==> config.mk <==
export PLATFORM = sky130hd
export DESIGN_NAME = muldiv_unit
export DESIGN_NICKNAME = d
export VERILOG_FILES = /design/src/rtl/muldiv_unit.sv
export SDC_FILE = /design/constraint.sdc
export NUM_CORES = 2
export LEC_CHECK = 0
export BUFFER_PORTS_ARGS = -buffer_cell sky130_fd_sc_hd__buf_2
export CAP_MARGIN = 20
export CELL_PAD_IN_SITES_DETAIL_PLACEMENT = 1
export CELL_PAD_IN_SITES_GLOBAL_PLACEMENT = 1
export CORE_MARGIN = 3
export CORE_UTILIZATION = 42
export DETAILED_ROUTE_END_ITERATION = 16
export PLACE_DENSITY_LB_ADDON = 0.2
export SETUP_SLACK_MARGIN = 0.15
export SYNTH_ARGS = -nofsm -noshare
export SYNTH_HDL_FRONTEND = slang
export SYNTH_SLANG_ARGS = --single-unit
==> constraint.sdc <==
create_clock -name clk -period 5.35 [get_ports clk]
set_clock_uncertainty 0.1 [all_clocks]
set_input_delay 0.2675 -clock clk [delete_from_list [all_inputs] [get_ports clk]]
set_output_delay 0.2675 -clock clk [all_outputs]
set_load 0.1 [all_outputs]
==> src/rtl/muldiv_unit.sv <==
// Iterative RV64M multiply/divide unit: shift-add MUL, restoring DIV/REM, one bit per cycle.
// Divide-by-zero and signed overflow bypass the iteration and finish the cycle after accept.
module muldiv_unit #(
  parameter int XLEN = 64
) (
  input  logic            clk,
  input  logic            resetn,
  input  logic            flush,
  input  logic            in_valid,
  output logic            in_ready,
  input  logic [1:0]      in_func,
  input  logic            in_sign,
  input  logic            in_cut,
  input  logic [XLEN-1:0] in_a,
  input  logic [XLEN-1:0] in_b,
  output logic            out_valid,
  input  logic            out_ready,
  output logic [XLEN-1:0] out_result
);
  localparam int CW = $clog2(XLEN);

  typedef enum logic [1:0] {IDLE, BUSY, DONE} state_t;
  state_t state, state_nxt;

  // W-form results are always the low word sign-extended, regardless of in_sign
  function automatic logic [XLEN-1:0] fit(input logic c, input logic [XLEN-1:0] v);
    return c ? {{(XLEN-32){v[31]}}, v[31:0]} : v;
  endfunction

  logic [XLEN-1:0] a_p, b_p, mag_a, mag_b, min_val, fast_res;
  logic            a_neg, b_neg, is_div, is_rem, div_zero, ovf, fast, accept;

  always_comb begin
    a_p      = in_a;
    b_p      = in_b;
    if (in_cut) begin
      a_p = {{(XLEN-32){in_sign & in_a[31]}}, in_a[31:0]};
      b_p = {{(XLEN-32){in_sign & in_b[31]}}, in_b[31:0]};
    end
    is_div   = (in_func == 2'b01) || (in_func == 2'b10);
    is_rem   = (in_func == 2'b10);
    a_neg    = in_sign & a_p[XLEN-1];
    b_neg    = in_sign & b_p[XLEN-1];
    mag_a    = a_neg ? -a_p : a_p;
    mag_b    = b_neg ? -b_p : b_p;
    min_val  = in_cut ? {{(XLEN-31){1'b1}}, 31'b0} : {1'b1, {(XLEN-1){1'b0}}};
    div_zero = (b_p == '0);
    ovf      = in_sign && (a_p == min_val) && (b_p == '1);
    fast     = is_div && (div_zero || ovf);
    if (div_zero) fast_res = is_rem ? a_p : '1;
    else          fast_res = is_rem ? '0  : a_p;
    accept   = in_valid && (state == IDLE) && !flush;
  end

  // acc: product / remainder; sa: multiplicand / dividend-then-quotient; sb: multiplier / divisor
  logic [XLEN-1:0] acc, sa, sb, nxt_acc, nxt_sa, nxt_sb, raw;
  logic [CW-1:0]   cnt;
  logic            div_r, rem_r, cut_r, neg_q, neg_r;
  logic [XLEN:0]   t;
  logic            ge;

  // working remainder is XLEN+1 bits: shifted remainder plus next dividend bit
  always_comb begin
    nxt_acc = acc;
    nxt_sa  = sa;
    nxt_sb  = sb;
    t       = {acc, sa[XLEN-1]};
    ge      = (t >= {1'b0, sb});
    if (div_r) begin
      nxt_acc = ge ? XLEN'(t - {1'b0, sb}) : t[XLEN-1:0];
      nxt_sa  = {sa[XLEN-2:0], ge};
    end else begin
      if (sb[0]) nxt_acc = acc + sa;
      nxt_sa = sa << 1;
      nxt_sb = sb >> 1;
    end
    if (rem_r)      raw = neg_r ? -nxt_acc : nxt_acc;
    else if (div_r) raw = neg_q ? -nxt_sa  : nxt_sa;
    else            raw = nxt_acc;
  end

  always_ff @(posedge clk or negedge resetn) begin
    if (!resetn) state <= IDLE;
    else         state <= state_nxt;
  end

  always_comb begin
    state_nxt = state;
    in_ready  = (state == IDLE);
    out_valid = (state == DONE);
    case (state)
      IDLE:    if (accept) state_nxt = fast ? DONE : BUSY;
      BUSY:    if (cnt == '0) state_nxt = DONE;
      DONE:    if (out_ready) state_nxt = IDLE;
      default: state_nxt = IDLE;
    endcase
    if (flush) state_nxt = IDLE;
  end

  always_ff @(posedge clk or negedge resetn) begin
    if (!resetn) begin
      acc <= '0; sa <= '0; sb <= '0; cnt <= '0;
      div_r <= 1'b0; rem_r <= 1'b0; cut_r <= 1'b0; neg_q <= 1'b0; neg_r <= 1'b0;
      out_result <= '0;
    end else if (accept) begin
      div_r <= is_div;
      rem_r <= is_rem;
      cut_r <= in_cut;
      neg_q <= a_neg ^ b_neg;
      neg_r <= a_neg;
      acc   <= '0;
      cnt   <= in_cut ? CW'(31) : CW'(XLEN-1);
      if (is_div) begin
        // left-align the dividend so its MSB shifts out first for either width
        sa <= in_cut ? (mag_a << (XLEN-32)) : mag_a;
        sb <= mag_b;
      end else begin
        sa <= a_p;
        sb <= b_p;
      end
      if (fast) out_result <= fit(in_cut, fast_res);
    end else if (state == BUSY && !flush) begin
      acc <= nxt_acc;
      sa  <= nxt_sa;
      sb  <= nxt_sb;
      cnt <= cnt - 1'b1;
      if (cnt == '0) out_result <= fit(cut_r, raw);
    end
  end
endmodule
==> reports/metrics.csv <==
metric;value;unit
dieArea;80000;um^2
yosysTopAreaCellShare;20.9;%
synth_seq_cells;269;
peakVddDrop;0.000372;V
arrival;6.11;ns
endpoint_kind;register;
drive_above_1_share;30.9;%
synth_nets;4789;
clock_latency;0.59;ns
synth_fa_ha_area_share;6.40;%
grt-ovfl-total;0;
setup_viol;45;
synth_area;32200;um^2
synth_edf_count;0;
drtIter0Drc;5611;
synthArstFlopShare;100;%
use_met3;12.8;%
clockBufferDepth;3;
grt_max_degree;165;
die_h;283;um
use_met2;71.4;%
cts.clk_slew.worst_paths;0.07;ns
synth_ff_type;dfrtp_1;
drc_errors;0;
met1_usage;58.8;%
antenna_found_initial;24;
areaGrowthSynthToFinish;38.4;%
synth_cell_types;119;
cpLargestDelayFamily;simple AND/OR/NAND/NOR gates;
ys_top_cells_by_count;nand2_1, a21oi_1, o21ai_0, nor2_1, dfrtp_1;
max_stage_delay;0.58;ns
grt_pass1_wl;280000;um
max_slew_margin;11.6;%
viasPerCell;6.86;
wl_per_cell;31.9;um
yosysSeqAreaShare;20.9;%
gp_congestion;1.12;
hpwl;151000;um
initial_core_util;42.8;%
crit_chain;ha_4 -> buf_4 -> o211ai_2 -> a41o_1 -> a211oi_4 -> buf_6 -> o21a_4 -> buf_6 -> or4_4 -> o311a_1 -> or2_1 -> or4b_4 -> or4_4 -> buf_8 -> or3_4 -> buf_12 -> nand3_4 -> nor2_4 -> buf_12 -> a31oi_1;
core;75200;um^2
first_pass_iters;6;
drv_slew;0;
synth_cells;4515;
cts_tree;built;
drv_cap;0;
worst_slew_pin_slew;1.32;ns
synth_xor_area_share;7.95;%
synth_top_family_by_area;compound AO/OA/AOI/OAI gates;
synth_simple_gate_area_share;22.4;%
yosys_warnings;0;
max_freq;174;MHz
status;finished with violations;
hold_class;input port to register;
clockRootBuffer;clkbuf_16;
antenna_left;0;
critPathBufInv;6;
synth_area_leaders;dfrtp_1, nand2_1, a21oi_1, o21ai_0, ha_1;
busiest_layer;met2;
finalWorstSetupSlack;-0.382;ns
cts_made_buffers;37;
synth_top_area_cell;dfrtp_1;
portBuffers;202;
rows;100;
wl;206000;um
critPathRequiredTime;5.73;ns
dieWidth;283;um
grt_setup_unrepaired;yes;
final_util;59.2;%
htreeDepth;2;
critical_path_class;register to register;
fin_crit_sh;107;%
critPathMaxFanout;10;
hold_viol;0;
vias;44400;
slowest_stage;or4b_4;
post-synth-top-count-cell;nand2_1;
violations;setup timing;
io_pins;203;
worstSetupStartpointType;register;
synth_compound_area_share;34.1;%
grt_usage;47.1;%
synthMuxAreaShare;1.57;%
p_per_area;764;nW/um^2
p_leak;18.9;nW
grt_pass1_vias;42300;
clkSinkCount;269;
preCtsSetupSlack;-0.623;ns
final_nets;5685;
period_needed;5.73;ns
synth.avg_cell_area;7.13;um^2
cell usage in the layout, fill, tap and decap left out, drive strengths merged, types with 26 or more instances in the layout:
| cell type | instances |
|---|---|
| ha | 135 |
| buf | 1187 |
| o21ai | 436 |
| nand3 | 87 |
| nor2 | 403 |
| maj3 | 33 |
| a31oi | 104 |
| clkbuf | 45 |
| a221oi | 29 |
| xor2 | 128 |
| mux2i | 36 |
| dfrtp | 269 |
| o21a | 30 |
| a21o | 71 |
| or3 | 59 |
| nand2 | 570 |
| a22o | 43 |
| nand4 | 80 |
| inv | 169 |
| nor2b | 26 |
| nor4 | 51 |
| o211ai | 129 |
| xnor2 | 164 |
| a21oi | 422 |
| or4 | 35 |
| a211oi | 109 |
| o21bai | 29 |
| o41ai | 26 |
| o31ai | 64 |
| nor3 | 114 |
tightest hold or removal path, stage by stage:
cell	delay, ns
buf_2	0.18
nand3_1	0.09
o21ai_0	0.08
registers in the layout, indices dropped and copies added (netlist names):
name / flops
neg_q: 1
cut_r: 1
div_r: 1
rem_r: 1
cnt: 6
state: 2
out_result: 64
neg_r: 1
sa: 64
acc: 64
sb: 64
per-stage QoR:
step	hold WS, ns	power [W]	cell area (um^2)	cells	setup TNS, ns
floorplan	-0.128	0.0142	32200	4515	0
global placement	0.311	0.0257	40000	6303	-8.19
detailed placement	0.316	0.0261	40000	6303	-15.75
CTS	0.00123	0.0304	42800	6419	-1.16
global route	0.0465	0.0350	44500	6461	-15.85
finish	0.0225	0.0340	44500	6468	-11.07
worst paths after layout:
kind | slack, ns | cells after the start | endpoint | from
worst min register to register | 0.39 | 1 | out_result[0] | out_result[0]
worst max-delay path | -0.38 | 20 | out_result[63] | acc[8]
worst max register to register | -0.38 | 20 | out_result[63] | acc[8]
max in group asynchronous | 3.37 | 3 | acc[16] | resetn
min in group asynchronous | 0.29 | 2 | sb[5] | resetn
worst min-delay path | 0.02 | 3 | neg_q | in_sign
where the power goes:
| part | leakage (nW) | internal, W | switching, W | total [W] |
|---|---|---|---|---|
| Sequential | 3.38 | 0.00263 | 0.000799 | 0.00343 |
| Clock | 0.661 | 0.00170 | 0.00114 | 0.00284 |
| Combinational | 14.9 | 0.0114 | 0.0164 | 0.0278 |
per-layer routing:
metal / wire length (um) / part of all wire (%) / vias to the layer above
li1: - / - / 18500
met4: 18600 / 9.0 / 18
met5: 126 / 0.061 / -
met3: 24500 / 12 / 1015
met1: 76300 / 37 / 21800
met2: 86800 / 42 / 3027
kinds of logic (layout without fill, tap and decap cells):
family | Yosys count | after routing
compound gates | 1692 | 1692
simple gates | 1539 | 1540
buf+inv | 504 | 1427
xor+xnor | 292 | 292
flops | 269 | 269
fa+ha+maj | 170 | 170
mux | 49 | 49
other cells | 0 | 9
area by class of cell:
class	count	area (um^2)
inverter	167	627
clock inverter	24	327
tap	1020	1280
timing repair buffer	1193	8820
fill	9320	30700
sequential	269	6760
multi-input combinational	3743	25700
clock buffer	43	1010
antenna	9	22.5
timing repair:
| item | CTS | global route |
|---|---|---|
| endpoints found under the hold margin | 104 | 0 |
| pin swaps | 70 | 96 |
| gates cloned | 1 | 2 |
| setup buffers | 44 | 37 |
| hold buffers | 4 | 0 |
| setup endpoints to repair | 54 | 58 |
| resized for setup | 216 | 246 |
Power figures use the tool's default switching activity.
